<file path="src/rtl/tomasulo_pkg.sv">
// Shared Tomasulo definitions: class encodings, sizing defaults, opcode decode.
package tomasulo_pkg;

  localparam int unsigned ROB_DEPTH_DEF = 8;
  localparam int unsigned ROB_AW_DEF    = 3;
  localparam int unsigned RS_DEPTH_DEF  = 3;
  localparam int unsigned FUNC_W        = 4;
  localparam int unsigned REG_W         = 4;
  localparam int unsigned N_CLS         = 3;

  typedef enum logic [1:0] {
    CLS_ADD = 2'd0,
    CLS_MUL = 2'd1,
    CLS_BCH = 2'd2,
    CLS_ILL = 2'd3
  } op_class_e;

  typedef struct packed {
    logic [FUNC_W-1:0] func;
    logic [REG_W-1:0]  rd;
    logic [REG_W-1:0]  rs1;
    logic [REG_W-1:0]  rs2;
  } alloc_rec_t;

  // Opcode class comes from func[3:1]; everything outside add/mul/branch is illegal.
  function automatic op_class_e decode_class(input logic [FUNC_W-1:0] func);
    case (func[3:1])
      3'b000:  return CLS_ADD;
      3'b001:  return CLS_MUL;
      3'b010:  return CLS_BCH;
      default: return CLS_ILL;
    endcase
  endfunction

endpackage

</file>
<file path="src/rtl/rs_occ_counter.sv">
// Occupancy counter for one reservation-station class; saturating at both ends.
module rs_occ_counter #(
  parameter int unsigned DEPTH = 3,
  parameter int unsigned CW    = 2
) (
  input  logic          clk1,
  input  logic          rst,
  input  logic          clr,
  input  logic          inc,
  input  logic          dec,
  output logic [CW-1:0] cnt,
  output logic          full_c,
  output logic          underflow_c
);

  logic inc_ok_c;
  logic dec_ok_c;

  // Bounds checks; a release of an empty class is dropped and flagged.
  always_comb begin
    full_c      = (cnt >= CW'(DEPTH));
    inc_ok_c    = inc & ~full_c;
    dec_ok_c    = dec & (cnt != '0);
    underflow_c = dec & (cnt == '0);
  end

  // Count update; simultaneous inc and dec cancel.
  always_ff @(posedge clk1) begin
    if (rst || clr) begin
      cnt <= '0;
    end else begin
      cnt <= cnt + CW'(inc_ok_c) - CW'(dec_ok_c);
    end
  end

endmodule

</file>
<file path="src/rtl/issue_alloc_ctrl.sv">
// Issue-stage allocation: gates the decode-queue head on ROB/RS space and emits the allocation record.
module issue_alloc_ctrl
  import tomasulo_pkg::*;
#(
  parameter int unsigned ROB_DEPTH = ROB_DEPTH_DEF,
  parameter int unsigned ROB_AW    = ROB_AW_DEF,
  parameter int unsigned RS_DEPTH  = RS_DEPTH_DEF
) (
  input  logic              clk1,
  input  logic              rst,
  input  logic              in_valid,
  output logic              in_ready,
  input  logic [3:0]        in_func,
  input  logic [3:0]        in_rd,
  input  logic [3:0]        in_rs1,
  input  logic [3:0]        in_rs2,
  output logic              alloc_valid,
  output logic [ROB_AW-1:0] alloc_rob,
  output logic [1:0]        alloc_class,
  output logic [3:0]        alloc_func,
  output logic [3:0]        alloc_rd,
  output logic [3:0]        alloc_rs1,
  output logic [3:0]        alloc_rs2,
  input  logic [2:0]        rs_free,
  input  logic              commit,
  input  logic              flush,
  output logic [ROB_AW-1:0] head_p,
  output logic [ROB_AW-1:0] tail_p,
  output logic [ROB_AW:0]   rob_count,
  output logic [15:0]       stall_cnt,
  output logic              err
);

  localparam int unsigned CNT_W = $clog2(RS_DEPTH + 1);
  localparam logic [0:0] ST_RUN   = 1'b0;
  localparam logic [0:0] ST_FLUSH = 1'b1;

  logic [0:0]       state_q;
  logic [0:0]       state_d;
  op_class_e        cls_c;
  logic             legal_c;
  logic             run_c;
  logic             rob_full_c;
  logic             cls_full_c;
  logic             accept_c;
  logic             acc_legal_c;
  logic             ev_en_c;
  logic             commit_ok_c;
  logic             commit_err_c;
  logic             err_c;
  logic [N_CLS-1:0] cls_inc_c;
  logic [N_CLS-1:0] cls_dec_c;
  logic [N_CLS-1:0] cls_full_vec_c;
  logic [N_CLS-1:0] free_err_c;
  logic [CNT_W-1:0] cls_cnt [N_CLS];
  alloc_rec_t       rec_c;
  alloc_rec_t       rec_q;

  // Decode, handshake and event qualification; flush masks every other event.
  always_comb begin
    cls_c      = decode_class(in_func);
    legal_c    = (cls_c != CLS_ILL);
    run_c      = (state_q == ST_RUN);
    rob_full_c = (rob_count >= (ROB_AW+1)'(ROB_DEPTH));
    cls_full_c = 1'b0;
    case (cls_c)
      CLS_ADD: cls_full_c = cls_full_vec_c[0];
      CLS_MUL: cls_full_c = cls_full_vec_c[1];
      CLS_BCH: cls_full_c = cls_full_vec_c[2];
      default: cls_full_c = 1'b0;
    endcase
    in_ready     = run_c & (~legal_c | (~rob_full_c & ~cls_full_c));
    accept_c     = in_valid & in_ready & ~flush;
    acc_legal_c  = accept_c & legal_c;
    ev_en_c      = run_c & ~flush;
    commit_ok_c  = ev_en_c & commit & (rob_count != '0);
    commit_err_c = ev_en_c & commit & (rob_count == '0);
    cls_inc_c[0] = acc_legal_c & (cls_c == CLS_ADD);
    cls_inc_c[1] = acc_legal_c & (cls_c == CLS_MUL);
    cls_inc_c[2] = acc_legal_c & (cls_c == CLS_BCH);
    cls_dec_c    = rs_free & {N_CLS{ev_en_c}};
    err_c        = (accept_c & ~legal_c) | commit_err_c | (|free_err_c);
    rec_c        = '{func: in_func, rd: in_rd, rs1: in_rs1, rs2: in_rs2};
  end

  // Per-class RS occupancy.
  for (genvar c = 0; c < N_CLS; c++) begin : g_cls
    rs_occ_counter #(
      .DEPTH (RS_DEPTH),
      .CW    (CNT_W)
    ) u_cnt (
      .clk1        (clk1),
      .rst         (rst),
      .clr         (flush),
      .inc         (cls_inc_c[c]),
      .dec         (cls_dec_c[c]),
      .cnt         (cls_cnt[c]),
      .full_c      (cls_full_vec_c[c]),
      .underflow_c (free_err_c[c])
    );
  end

  // FSM next state: a flush costs exactly one dead cycle.
  always_comb begin
    state_d = state_q;
    case (state_q)
      ST_RUN:   if (flush) state_d = ST_FLUSH;
      ST_FLUSH: state_d = ST_RUN;
      default:  state_d = ST_RUN;
    endcase
  end

  // FSM state register.
  always_ff @(posedge clk1) begin
    if (rst) state_q <= ST_RUN;
    else     state_q <= state_d;
  end

  // ROB pointers, occupancy, allocation record and error pulse.
  always_ff @(posedge clk1) begin
    if (rst) begin
      head_p      <= '0;
      tail_p      <= '0;
      rob_count   <= '0;
      alloc_valid <= 1'b0;
      alloc_rob   <= '0;
      alloc_class <= '0;
      rec_q       <= '0;
      err         <= 1'b0;
    end else begin
      alloc_valid <= acc_legal_c;
      err         <= err_c;
      if (acc_legal_c) begin
        alloc_rob   <= tail_p;
        alloc_class <= cls_c;
        rec_q       <= rec_c;
      end
      if (flush) begin
        tail_p    <= head_p;
        rob_count <= '0;
      end else begin
        head_p    <= head_p + ROB_AW'(commit_ok_c);
        tail_p    <= tail_p + ROB_AW'(acc_legal_c);
        rob_count <= rob_count + (ROB_AW+1)'(acc_legal_c) - (ROB_AW+1)'(commit_ok_c);
      end
    end
  end

  // Saturating count of cycles the queue head waits.
  always_ff @(posedge clk1) begin
    if (rst) begin
      stall_cnt <= '0;
    end else if (in_valid && !in_ready && (stall_cnt != 16'hFFFF)) begin
      stall_cnt <= stall_cnt + 16'd1;
    end
  end

  assign alloc_func = rec_q.func;
  assign alloc_rd   = rec_q.rd;
  assign alloc_rs1  = rec_q.rs1;
  assign alloc_rs2  = rec_q.rs2;

endmodule

</file>
<file path="config.mk">
export PLATFORM = sky130hd
export DESIGN_NAME = issue_alloc_ctrl
export DESIGN_NICKNAME = d
export VERILOG_FILES = /design/src/rtl/tomasulo_pkg.sv /design/src/rtl/rs_occ_counter.sv /design/src/rtl/issue_alloc_ctrl.sv
export SDC_FILE = /design/constraint.sdc
export NUM_CORES = 1
export LEC_CHECK = 0
export CORE_UTILIZATION = 45
export DETAILED_ROUTE_END_ITERATION = 16
export PLACE_DENSITY_LB_ADDON = 0.25
export SETUP_SLACK_MARGIN = 0.02
export SLEW_MARGIN = 30
export SYNTH_ARGS = -nofsm -noshare
export SYNTH_HDL_FRONTEND = slang
export SYNTH_SLANG_ARGS = --single-unit
</file>
<file path="constraint.sdc">
create_clock -name clk1 -period 6.1 [get_ports clk1]
set_clock_uncertainty 0.1 [all_clocks]
set_input_delay 0.915 -clock clk1 [delete_from_list [all_inputs] [get_ports clk1]]
set_output_delay 0.915 -clock clk1 [all_outputs]
set_load 0.005 [all_outputs]
</file>
# ---- Yosys cells after proc, flatten, opt, wreduce, memory -nomap -nowiden
# Index checks and enable logic that the tools add are counted.
dict set report word_totals {
  reg_bits 56
  input_bits 24
  out_inout_bits 50
  elab_cells 92
}
dict set report classes {
  addsub 11
  order_cmp 4
  eq_ne 6
  muxes 5
  bitwise 34
  reduce_logical 16
}
# cell count
set ops {}
lappend ops {{$and 1x1->1} 22}
lappend ops {{$add 16x1->16 const B} 1}
lappend ops {{$ne 16x16->1 const B} 1}
lappend ops {{$logic_not 2->1} 4}
lappend ops {{$not 1->1} 8}
lappend ops {{$add 2x1->2} 3}
lappend ops {{$add 3x1->3} 2}
lappend ops {{$ge 2x2->1 const B} 3}
lappend ops {{$pmux 2 s3} 1}
lappend ops {{$reduce_bool 2->1} 3}
lappend ops {{$sub 2x1->2} 3}
lappend ops {{$add 4x1->4} 1}
lappend ops {{$ge 4x4->1 const B} 1}
lappend ops {{$logic_not 4->1} 1}
lappend ops {{$reduce_bool 4->1} 1}
lappend ops {{$sub 4x1->4} 1}
lappend ops {{$and 3x3->3} 1}
lappend ops {{$eq 3x1->1 const B} 1}
lappend ops {{$eq 3x2->1 const B} 1}
lappend ops {{$logic_not 3->1} 1}
lappend ops {{$mux 3} 1}
lappend ops {{$or 1x1->1} 3}
lappend ops {{$pmux 1 s3} 1}
lappend ops {{$reduce_or 3->1} 1}
lappend ops {{other kinds (9)} 10}

# ---- Depth between registers and ports, before layout
dict set report logic_depth {
  ltp_word 15
  ltp_mapped 13
  mapped_depth_nobuf 12
}

# ---- Modules after synthesis
# A second synthesis with hierarchy kept.
dict set report unflattened {
  hier_cells 281
  hier_area_um2 2733.9
}
# mod instances cells_each area_per_inst_um2 seq_area_each_um2
set by_module_without_submodules {}
lappend by_module_without_submodules {issue_alloc_ctrl 1 245 2321.0 1001.0}
lappend by_module_without_submodules {rs_occ_counter 3 12 137.6 40.0}

# ---- Worst setup path after synthesis
# No wires, ideal clock.
dict set report synth_timing {
  path_kind {input -> register}
  startpoint {input port in_func[1]}
  endpoint {register rob_count[2]}
  setup_time_ps 117
  t_arrival_ps 2854
  required_ps 5883
  slack_ps 3029
  path_stages 10
  n_path_buf 1
  cell_sequence {nor3b_2 -> a211oi_2 -> nand4_1 -> buf_2 -> ha_1 -> inv_1 -> ha_1 -> fa_1 -> xnor2_1 -> nor2_1}
}
dict set report synth_via {
  elab_chain_len 13
  word_cells_on_any_way 19
  classes_between {2 x add/sub; 5 x eq/ne; 2 x mux; 8 x bitwise; 2 x reduce/logical}
}
# element line
set synth_lines {}
lappend synth_lines {{from (decl)} issue_alloc_ctrl.sv:13} ;# input logic [3:0] in_func,
lappend synth_lines {{$eq 3x2->1 (tied with other cells)} tomasulo_pkg.sv:27} ;# case (func[3:1])
lappend synth_lines {{$pmux 2 s3 (*)} tomasulo_pkg.sv:27}
lappend synth_lines {{$eq 2x2->1 (tied with other cells)} issue_alloc_ctrl.sv:66} ;# case (cls_c)
lappend synth_lines {{$pmux 1 s3} issue_alloc_ctrl.sv:66}
lappend synth_lines {{$not 1->1} issue_alloc_ctrl.sv:72} ;# in_ready = run_c & (~legal_c | (~rob_full_c & ~cls_full_c));
lappend synth_lines {{$and 1x1->1} issue_alloc_ctrl.sv:72}
lappend synth_lines {{$or 1x1->1} issue_alloc_ctrl.sv:72}
lappend synth_lines {{$and 1x1->1} issue_alloc_ctrl.sv:72}
lappend synth_lines {{$and 1x1->1 (2 in series)} issue_alloc_ctrl.sv:73} ;# accept_c = in_valid & in_ready & ~flush;
lappend synth_lines {{$and 1x1->1 (*)} issue_alloc_ctrl.sv:74} ;# acc_legal_c = accept_c & legal_c;
lappend synth_lines {{$add 4x1->4 (*)} issue_alloc_ctrl.sv:144} ;# rob_count <= rob_count + (ROB_AW+1)'(acc_legal_c) - (ROB_AW+1)'(commit_ok_c);
lappend synth_lines {{$sub 4x1->4 (*)} issue_alloc_ctrl.sv:144}
lappend synth_lines {{to (signal assigned)} issue_alloc_ctrl.sv:144}
lappend synth_lines {{to (decl)} issue_alloc_ctrl.sv:29} ;# output logic [ROB_AW:0] rob_count,
# Mark *: on every way between the ends. The rest lies on a longest branch, timed or not.
# A chain may end at the register's enable or synchronous reset.

# ---- Final worst setup path
dict set report layout_timing {
  startpoint {input port in_func[2]}
  endpoint {output port in_ready}
}
dict set report layout_via {
  elab_chain_len 8
  word_cells_on_any_way 14
  classes_between {5 x eq/ne; 2 x mux; 5 x bitwise; 2 x reduce/logical}
}
# element line
set layout_lines {}
lappend layout_lines {{$eq 3x2->1 (tied with other cells)} tomasulo_pkg.sv:27}
lappend layout_lines {{$pmux 2 s3 (*)} tomasulo_pkg.sv:27}
lappend layout_lines {{$eq 2x2->1 (tied with other cells)} issue_alloc_ctrl.sv:66}
lappend layout_lines {{$pmux 1 s3} issue_alloc_ctrl.sv:66}
lappend layout_lines {{$not 1->1} issue_alloc_ctrl.sv:72}
lappend layout_lines {{$and 1x1->1} issue_alloc_ctrl.sv:72}
lappend layout_lines {{$or 1x1->1 (*)} issue_alloc_ctrl.sv:72}
lappend layout_lines {{$and 1x1->1 (*)} issue_alloc_ctrl.sv:72}
lappend layout_lines {{to (decl)} issue_alloc_ctrl.sv:12} ;# output logic in_ready,
# Marks and branches as above.

==> results.toml <==
[synth]
synth_fp_nets = 339
postSynth.asyncResetShare = 0
synth_top_area_cell = "sky130_fd_sc_hd__dfxtp_1"
post_synth_main_area_contributors = "sky130_fd_sc_hd__dfxtp_1, sky130_fd_sc_hd__ha_1, sky130_fd_sc_hd__mux2i_1"
post_synth_inst_count = 297
synth.lib_cells_used.distinct = 43
synth_top_flop_cell = "sky130_fd_sc_hd__dfxtp_1"
synth_edf_count = 0
synth_seq_area_share = 0.416
synth_area_per_inst_um2 = 9.07
synth_seq_cells = 56
cell_area_after_synthesis_um2 = 2690
synth_top_cell_area_share = 0.416
ys_warn_count = 0

[timing]
final_period_minus_worst_setup_slack_ns = 3.63
setup_viol = 0
final-hold-violation-count = 0
maximum_clock_rate_mhz = 276
worst-slew-pin-transition_ns = 0.919
final_critical_path_setup_slack_ns = 2.47
maxSlewViolCount = 0
setup_total_negative_slack_ns = 0
grt_setup_unrepaired = "no"
slew_headroom = 0.388
finalCritPeriodShare = 0.594

[grt]
initial_antenna_violation_count = 0
first_global_vias = 2104
grt_start_max_net_pins = 53
gr-total-overflow = 0
grt_pass1_wl_mm = 9.69
grt.total_usage = 0.194

[flow_run]
maxCapViolCount = 0

[critical_path]
worstReg2RegEnd = "tail_p[2]$_SDFF_PP0_"
critPathMaxFanout = 6
cp-end-kind = "primary output"
cp.required_ns = 5.08
worstSetupPathType = "in2out"
reg2reg_from = "rob_count[3]$_SDFF_PP0_"
number_of_cell_instances_on_the_worst_register_to_register_path = 12
cp_common_cell = "sky130_fd_sc_hd__clkdlybuf4s50_1"
slowest_delay_ns = 0.58
r2r_slack_ns = 3.46
arrival_time_at_the_worst_endpoint_ns = 2.61
crit_chain = "clkdlybuf4s50_1 > and3b_1 > o21ai_0 > a21oi_1 > nor2_1 > clkdlybuf4s50_1"
timing.critical_path.slowest_stage_cell = "sky130_fd_sc_hd__clkdlybuf4s50_1"
startpoint_type = "primary input"

[detailed_routing]
postRouteAntennaNets = 0
detail_route.wirelength_mm = 5.89
dr_total_vias = 2336
viasPerCell = 5.36
first_pass_iters = 4
detailedRoute.firstIterationViolations = 132
drt-wirelength-per-cell_um = 13.5
drc = 0

[pwr]
p_switching_uw = 155
vdd_ir_drop_max_mv = 0.0987
switching_share = 0.227
internal-power_uw = 526
clock_share_of_power = 0.364
seq_power_share = 0.550
cellPowerDensity_nw_per_um2 = 191
combinationalPowerShare = 0.086
leakage_power_nw = 1.47
post-layout-total-power_uw = 681

[hold_path]
worstHoldPathType = "reg2reg"
min_path_cells = 2
min_delay_worst_endpoint = "alloc_func[2]$_SDFFE_PP0N_"
holdCritStartpoint = "alloc_func[2]$_SDFFE_PP0N_"

[floorplan]
dieWidth_um = 79.4
design.core.area_um2 = 5640
dieArea_um2 = 6300
io_pins = 74
core.rowCount = 27
die_y_um = 79.4
floorplan.initialDensity = 0.477

[clock_tree]
cts.repair_timing.setup_buffer_count = 0
cts_buffers = 5
post_cts_resized = 0
htree_depth = 2
cts_root_buf = "sky130_fd_sc_hd__clkbuf_8"
path_clk_slew_ns = 0.10
cts_sinks = 56
clk-insertion-delay-late_ns = 0.31
hold_buffers_post_cts = 0
cts_tree = "built"
cts.path.max_buffers = 2

[layout]
area_growth_pct = 32.1
layout.cells.most_common = "sky130_fd_sc_hd__clkdlybuf4s50_1"
layout.nets = 405
antenna_cells = 0
count_of_filler_cells_inserted_in_the_layout = 471
most-common-layout-cells = "sky130_fd_sc_hd__clkdlybuf4s50_1, sky130_fd_sc_hd__dfxtp_1, sky130_fd_sc_hd__nor2_1"
drive_above_1_share = 0.0412

[place]
place_congestion = 0.847
pre_cts_ws_ns = 2.49
dpl_hpwl_mm = 4.21
io_buffers = 73

[outcome]
status = "finished, final reports clean"
[synth_stat cells, types with 2 or more instances]
master / number
sky130_fd_sc_hd__mux2_2: 3
sky130_fd_sc_hd__dfxtp_1: 56
sky130_fd_sc_hd__nor3_1: 2
sky130_fd_sc_hd__inv_1: 16
sky130_fd_sc_hd__or4_1: 8
sky130_fd_sc_hd__mux2i_1: 17
sky130_fd_sc_hd__nor3b_1: 5
sky130_fd_sc_hd__nand3_1: 7
sky130_fd_sc_hd__clkbuf_1: 7
sky130_fd_sc_hd__xnor2_1: 7
sky130_fd_sc_hd__and3b_1: 3
sky130_fd_sc_hd__o21ai_0: 5
sky130_fd_sc_hd__nor2b_1: 4
sky130_fd_sc_hd__or3_1: 4
sky130_fd_sc_hd__nand4_1: 5
sky130_fd_sc_hd__ha_1: 17
sky130_fd_sc_hd__and2_1: 8
sky130_fd_sc_hd__and3_1: 4
sky130_fd_sc_hd__a21oi_1: 25
sky130_fd_sc_hd__nand2b_1: 7
sky130_fd_sc_hd__nor2_1: 37
sky130_fd_sc_hd__xor2_1: 3
sky130_fd_sc_hd__and4_1: 3
sky130_fd_sc_hd__o31ai_1: 9
sky130_fd_sc_hd__nand2_1: 14
sky130_fd_sc_hd__buf_2: 4
[layout make-up]
cell class / instances / area (um^2) / area share
Tap cell: 72 / 90.1 / 0.0253
Clock inverter: 3 / 47.5 / 0.0134
Clock buffer: 5 / 68.8 / 0.0193
Sequential cell: 56 / 1120 / 0.315
Inverter: 16 / 60.1 / 0.0169
Timing Repair Buffer: 74 / 733 / 0.206
Multi-Input combinational cell: 210 / 1440 / 0.404
[worst max-delay path by stage]
stage	startpoint	to	slack (ns)	cells past startpoint
after floorplan	in_func[1]	rob_count[2]$_SDFF_PP0_	3.03	10
after global placement	in_func[2]	in_ready	2.50	6
after detailed placement	in_func[2]	in_ready	2.49	6
after CTS	in_func[2]	in_ready	2.48	6
after global routing	in_func[2]	in_ready	2.30	6
final	in_func[2]	in_ready	2.47	6
[power by group through the flow]
| stage | Clock [mW] | Combinational (mW) | Sequential [mW] |
|---|---|---|---|
| 2_1_floorplan | 0 | 0.0267 | 0.383 |
| 3_3_place_gp | 0 | 0.0574 | 0.383 |
| 3_5_place_dp | 0 | 0.0580 | 0.383 |
| 4_1_cts | 0.257 | 0.0585 | 0.374 |
| 5_1_grt | 0.270 | 0.0640 | 0.375 |
| 6_report | 0.248 | 0.0584 | 0.374 |
[flip-flops by register name, indices dropped and copies added, names as in the netlist, 2 cells and up]
name,flops
stall_cnt,16
alloc_rs1,4
alloc_rob,3
g_cls.u_cnt.cnt,6
alloc_rs2,4
head_p,3
rob_count,4
alloc_rd,4
alloc_func,4
alloc_class,2
tail_p,3
[critical path: cells and delay by family]
family	cells	cell delay, ns
buffers and inverters	2	1.08
AO/OA/AOI/OAI	2	0.30
AND/OR/NAND/NOR	2	0.30
[kinds of logic after synthesis]
kind of cell | Yosys count | synth area share
simple gates | 115 | 0.232
fa+ha+maj | 18 | 0.0864
xor+xnor | 10 | 0.0325
mux | 20 | 0.0757
compound gates | 47 | 0.108
flops | 56 | 0.416
buf+inv | 31 | 0.0497
[through the flow]
step                      hold WS [ns]  utilization  cell area (um^2)  std cells
after floorplan                  0.353            -              2690        297
after global placement           0.342        0.610              3440        428
after detailed placement         0.357        0.610              3440        428
after CTS                        0.372        0.631              3560        436
after global routing             0.402        0.631              3560        436
final                            0.374        0.631              3560        436
[layer usage]
layer | vias up | share of wire | GRT usage
met2 | 88 | 0.42 | 0.308
met4 | 0 | 0.022 | 0.0709
met3 | 14 | 0.082 | 0.0571
met1 | 1063 | 0.47 | 0.249
met5 | - | 0 | 0
li1 | 1171 | - | -
(Power assumes the default switching activity.)
